## config.mk

```make
export PLATFORM = sky130hd
export DESIGN_NAME = pulse_decoder
export DESIGN_NICKNAME = d
export VERILOG_FILES = /design/src/rtl/pulse_decoder.sv
export SDC_FILE = /design/constraint.sdc
export NUM_CORES = 1
export LEC_CHECK = 0
export BUFFER_PORTS_ARGS = -buffer_cell sky130_fd_sc_hd__buf_2
export CORE_UTILIZATION = 50
export CTS_CLUSTER_SIZE = 20
export DETAILED_ROUTE_END_ITERATION = 6
export GPL_ROUTABILITY_DRIVEN = 0
export MAX_ROUTING_LAYER = met4
export PLACE_DENSITY = 0.75
export SYNTH_ARGS = -nofsm -noshare
export SYNTH_HDL_FRONTEND = slang
export SYNTH_SLANG_ARGS = --single-unit
```

## constraint.sdc

```tcl
create_clock -name clk -period 3.2 [get_ports clk]
set_input_delay 0 -clock clk [delete_from_list [all_inputs] [get_ports clk]]
set_output_delay 0 -clock clk [all_outputs]
set_load 0.02 [all_outputs]
```

## src/rtl/pulse_decoder.sv

```systemverilog
// Sequenced binary-to-one-hot decoder: latches an accepted code, drives its
// output line for PULSE_LEN cycles, then holds all lines low for GAP_LEN cycles.
//
// state | meaning
// IDLE  | waiting for code_valid; code_ready high unless in reset
// DRIVE | one-hot pulse on out[code_q]; done on the last cycle
// GAP   | quiet period, all outputs low, requests ignored
module pulse_decoder #(
  parameter int CODE_W    = 3,
  parameter int PULSE_LEN = 4,
  parameter int GAP_LEN   = 1
) (
  input  logic                     clk,
  input  logic                     rst,
  input  logic [CODE_W-1:0]        code,
  input  logic                     code_valid,
  output logic                     code_ready,
  output logic [(1<<CODE_W)-1:0]   out,
  output logic                     busy,
  output logic                     done
);

  localparam int OUT_W = 1 << CODE_W;
  localparam int MAX_LEN = (PULSE_LEN > GAP_LEN) ? PULSE_LEN : GAP_LEN;
  localparam int CNT_W = $clog2(MAX_LEN) + 1;
  localparam logic [CNT_W-1:0] PULSE_LD = CNT_W'(PULSE_LEN - 1);
  localparam logic [CNT_W-1:0] GAP_LD   = (GAP_LEN > 0) ? CNT_W'(GAP_LEN - 1) : '0;

  typedef enum logic [1:0] {IDLE, DRIVE, GAP} state_t;

  state_t            state, state_nx;
  logic [CNT_W-1:0]  cnt, cnt_nx;
  logic [CODE_W-1:0] code_q, code_nx;
  logic [OUT_W-1:0]  out_nx;
  logic              busy_nx, done_nx;

  assign code_ready = (state == IDLE) && !rst;

  always_ff @(posedge clk) begin
    if (rst) begin
      state  <= IDLE;
      cnt    <= '0;
      code_q <= '0;
      out    <= '0;
      busy   <= 1'b0;
      done   <= 1'b0;
    end else begin
      state  <= state_nx;
      cnt    <= cnt_nx;
      code_q <= code_nx;
      out    <= out_nx;
      busy   <= busy_nx;
      done   <= done_nx;
    end
  end

  always_comb begin
    state_nx = state;
    cnt_nx   = cnt;
    code_nx  = code_q;
    case (state)
      IDLE: begin
        if (code_valid) begin
          code_nx  = code;
          cnt_nx   = PULSE_LD;
          state_nx = DRIVE;
        end
      end
      DRIVE: begin
        if (cnt == '0) begin
          if (GAP_LEN > 0) begin
            state_nx = GAP;
            cnt_nx   = GAP_LD;
          end else begin
            state_nx = IDLE;
          end
        end else begin
          cnt_nx = cnt - CNT_W'(1);
        end
      end
      GAP: begin
        if (cnt == '0) state_nx = IDLE;
        else           cnt_nx   = cnt - CNT_W'(1);
      end
      default: state_nx = IDLE;
    endcase

    // Outputs are computed from the next state so they register alongside it.
    out_nx  = (state_nx == DRIVE) ? (OUT_W'(1) << code_nx) : '0;
    busy_nx = (state_nx != IDLE);
    done_nx = (state_nx == DRIVE) && (cnt_nx == '0);
  end

endmodule

```

==> Word level (Yosys, flattened, before mapping) <==
Index checks and enable logic that the tools add are counted.
{ "totals": {"register_bits": 18, "elab_cells": 30, "out_inout_bits": 11, "inputBits": 6} }
{ "op_classes": {"shift": 1, "n_addsub": 1, "n_mux": 10, "n_eq_ne": 3, "n_reduce_logical": 8, "n_bitwise": 1} }
{ "op_table": {"columns": ["cell", "count"], "rows": [
  ["two-way mux 3 bit", 5],
  ["case mux 3 bit (3 select lines)", 1],
  ["left shift 1 x 3 -> 8 bit (first input constant)", 1],
  ["logical NOT 3 bit", 2],
  ["two-way mux 2 bit", 3],
  ["case mux 2 bit (3 select lines)", 1],
  ["== test 2 x 1 -> 1 bit (second input constant)", 2],
  ["subtractor 3 x 1 -> 3 bit (second input constant)", 1],
  ["== test 2 bit (second input constant)", 1],
  ["logical AND 1 bit", 2],
  ["logical NOT 2 bit", 1],
  ["nonzero test 2 bit", 1],
  ["OR reduction 2 bit", 1],
  ["logical NOT 1 bit", 1],
  ["NOT 1 bit", 1]
]} }

==> Depth between registers and ports, before layout <==
{ "logic_depth": {"ltp_word": 6, "mapped_depth": 8, "mapped_depth_nobuf": 8} }

==> Least setup slack after synthesis <==
OpenSTA, ideal clock, no wires.
{ "synth_path": {"kind": "flip-flop to flip-flop", "startpoint": "reg cnt[0]", "endpoint": "reg done", "required_time_ns": 3.084, "setup_slack_ns": 1.530, "path_stages_with_launch": 9, "n_path_buf": 0, "period_less_slack_ns": 1.670, "arrival_time_ns": 1.554, "setup_time_ns": 0.116, "cell_sequence": "dfxtp_1 > inv_1 > ha_1 > nor2b_1 > inv_1 > ha_1 > nand2_1 > o221ai_1 > and4_1"} }
{ "synth_between": {"elab_chain_cells": 5, "elab_cells_between_ends": 12, "cone_classes": "add/sub (1); eq/ne (1); mux (7); reduce/logical (3)"} }
{ "synth_lines": {"columns": ["item", "line_no", "text"], "rows": [
  ["start: declaration", "32", "logic [CNT_W-1:0] cnt, cnt_nx;"],
  ["start signal: assignment", "49", "cnt <= cnt_nx;"],
  ["subtractor 3 x 1 -> 3 bit or logical NOT 3 bit (tied branches)", null, null],
  ["two-way mux 3 bit, or another cell as far along", "82", "if (cnt == '0) state_nx = IDLE;"],
  ["case mux 3 bit (3 select lines) or case mux 2 bit (3 select lines) (tied branches)", "61", "case (state)"],
  ["logical NOT 3 bit or == test 2 x 1 -> 1 bit (tied branches)", "91", "done_nx = (state_nx == DRIVE) && (cnt_nx == '0);"],
  ["logical AND 1 bit *", "91", null],
  ["end signal: assignment", "53", "done <= done_nx;"],
  ["end: declaration", "20", "output logic done"]
]} }
Mark *: on every way between the ends. The rest lies on a longest branch, timed or not.
A chain may end at the register's enable or synchronous reset.

==> Worst setup path in the final report <==
Ends and elaborated chain as after synthesis.

==> results.md <==
- Status: finished, final reports clean
- Share of layout cells above drive strength 1: between 20% and 30%
- Setup Crit Path Kind: flop to flop
- # DRC: 0
- Maximum VDD drop: between 0.0003 and 0.0004 V
- Longest Clk Path Bufs: 2
- Mapped Cells: about 80
- Cell Area, Placed: ~850 um^2
- Number of max-cap violations: 0
- RSZ-0062 raised after global routing: false
- Area of the multi-input gates: ~370 um^2
- Vias: 615
- Final setup vio count: 0
- Library cells used by synthesis: 30
- Antenna Nets Post-Route: 0
- Vias/cell: approximately 5.4
- Sw frac: 31.66%
- Slew Limit Fails: 0
- Internal power: 0.3774 mW
- Die H: a little over 40 um
- Gr ovfl total: 0
- R2R depth: 8
- Power density over the cells: ~620 nW/um^2
- Vias in the first global route: approximately 490
- Synth Register Bits: 18
- Critical Path Sink Type: flop
- GRT Resource Usage Total: between 20% and 30%
- Hold Vio Cnt, Final: 0
- Critical path, cell by cell: inv_1 > ha_1 > nor2b_1 > inv_1 > ha_1 > nand2_1 > o221ai_1 > and4_1
- Worst-path clk slew: 0.09 ns
- Comb pwr share: between 20% and 30%
- Period minus WS final: 1.847 ns
- # Post-CTS Setup Buffers: 0
- Register Area: approximately 360 um^2
- Layout area overhead: 15.90%
- Hold Path Depth: 3
- First DRT Iteration DRCs: 23
- Num CTS Buffers: 3
- Resize count post-CTS: 0
- Clk root buf: clkbuf_4
- Clk pwr share: 24.1%
- CP max stage cell: nor2b_1
- Initial core utilization: between 50% and 60%
- Synth Cell Area: around 760 um^2
- Seq/Total Area, Yosys: between 40 and 50%
- FP Rows: 13
- Core ar.: between 1000 and 1500 um^2
- Antenna violations before repair: 0
- Tcrit/Tclk final: between 50% and 60%
- Worst Tran Pin Value: roughly 0.57 ns
- Post-route cell area: between 800 and 900 um^2
- Worst hold path class: input port to flop
- Die width: just over 40 um
- HPWL after DPL: between 1 and 1.5 mm
- Flop pwr share: between 40% and 50%
- DIE AREA: 1687 um^2
- Clock H-tree levels: 1
- Sink Count: 18
- Critical Path RT: between 3 and 4 ns
- YS warnings: 0
- First-pass GRT wire length: between 2 and 2.5 mm
- Fin nets: ~110
- CP startpoint kind: flop
- N_diodes: 0
- I/O pin count: 17
- Largest net degree at the start of global routing: 16
- Skew final: 0.0003557 ns
- Clk_lat worst skew: 0.28 ns
- Max stage delay on crit path: around 0.35 ns
- Fmax: approximately 540 MHz
- Mean area per synthesized cell: around 9.4 um^2
- Fill cell count: around 130
- Hold buffers post-CTS: 0
- Detailed Route WL: 1.407 mm
- Syn Nets: 90
- IO buf count: 16
- Slew headroom: between 60% and 70%
- DR WL/cell: approximately 12 um
- CTS tree: built
- DR pass1 iterations: 4
- P_sw: 0.1748 mW
- Crit path max fanout: 4
- Leakage: just under 0.4 nW
- Setup TNS: 0 ns
- Worst Path Arrival: ~2.0 ns
-- kinds of logic after synthesis --
group                    synth area share (%)
flip-flops                              47.21
multiplexers                            3.935
adder cells (fa/ha/maj)                 6.230
AO/OA/AOI/OAI                           14.43
AND/OR/NAND/NOR                         22.79
buffers and inverters                   4.262
XOR/XNOR                                1.148
-- power by group through the flow --
stage / Combinational, mW / Sequential [mW] / Clock (mW)
4_1_cts: 0.151 / 0.267 / 0.137
2_1_floorplan: 0.114 / 0.273 / 0
6_report: 0.151 / 0.268 / 0.133
3_5_place_dp: 0.150 / 0.273 / 0
5_1_grt: 0.169 / 0.273 / 0.147
3_3_place_gp: 0.145 / 0.271 / 0
-- metal layers --
metal  part of all wire [%]  GRT usage (%)
met5                      0              -
met4                   0.71          5.000
met3                    5.8          6.522
met2                     46          28.91
met1                     48          30.07
-- area by class of cell --
class	count	area share, %
Inverter	5	2.122
Tap cell	15	2.122
Sequential cell	18	40.74
Timing Repair Buffer	16	9.052
Clock buffer	4	4.102
Multi-Input combinational cell	55	41.87
-- state kept, by name, indices dropped and copies added (netlist names) --
signal  flops
busy        1
done        1
code_q      3
cnt         3
out         8
state       2
-- synth_stat cells (all sizes together) --
cell / number / area [um^2]
a22o: 1 / 8.760
a21oi: 2 / 10.01
a31oi: 1 / 6.260
a2111oi: 1 / 27.53
o21ai: 1 / 5.000
buf: 2 / 10.01
xnor2: 1 / 8.760
nor3: 3 / 15.01
a21o: 1 / 7.510
nor2: 15 / 56.30
maj3: 1 / 10.01
clkbuf: 1 / 3.750
nand2: 5 / 18.77
a211oi: 1 / 7.510
nand2b: 3 / 18.77
inv: 5 / 18.77
ha: 3 / 37.54
o21a: 1 / 7.510
nor3b: 2 / 20.02
or2: 2 / 12.52
mux2i: 3 / 30.03
and4: 1 / 8.760
nor2b: 3 / 18.77
a222oi: 1 / 10.01
o41a: 1 / 11.26
nand3: 1 / 5.000
dfxtp: 18 / 360.4
o221ai: 1 / 8.760
-- final timing paths --
path / from / end / slack [ns]
hold reg to reg: code_q[2]$_SDFF_PP0_ / code_q[2]$_SDFF_PP0_ / 0.57
hold / removal: code[2] / code_q[2]$_SDFF_PP0_ / 0.02
setup reg to reg: cnt[0]$_SDFF_PP0_ / done$_SDFF_PP0_ / 1.35
setup / recovery: cnt[0]$_SDFF_PP0_ / done$_SDFF_PP0_ / 1.35
-- cells in the final DEF, fill, tap and decap left out, types with 5 or more instances in the layout --
cell and n:
buf_2 16, nand2_1 5, nor2_1 15, inv_1 5, dfxtp_1 18
-- critical path: cells and delay by family, from the launching register on --
kind,cells,cell delay (ns)
buffers and inverters,2,0.22
adder cells (fa/ha/maj),2,0.48
AO/OA/AOI/OAI,1,0.12
AND/OR/NAND/NOR,3,0.61
flip-flops,1,0.33
-- metrics by stage --
stage	std cells	hold WS [ns]	utilization, %	setup slack (ns)	total power, mW
3_5_place_dp	109	0.3090	62.09	1.354	0.4228
3_3_place_gp	109	0.2905	62.09	1.448	0.4165
4_1_cts	113	0.01685	64.74	1.350	0.5562
5_1_grt	113	0.02460	64.74	1.200	0.5893
6_report	113	0.02355	64.74	1.353	0.5522
2_1_floorplan	81	0.1796	-	1.530	0.3864
Note: power is estimated with default switching activity, not from simulation.
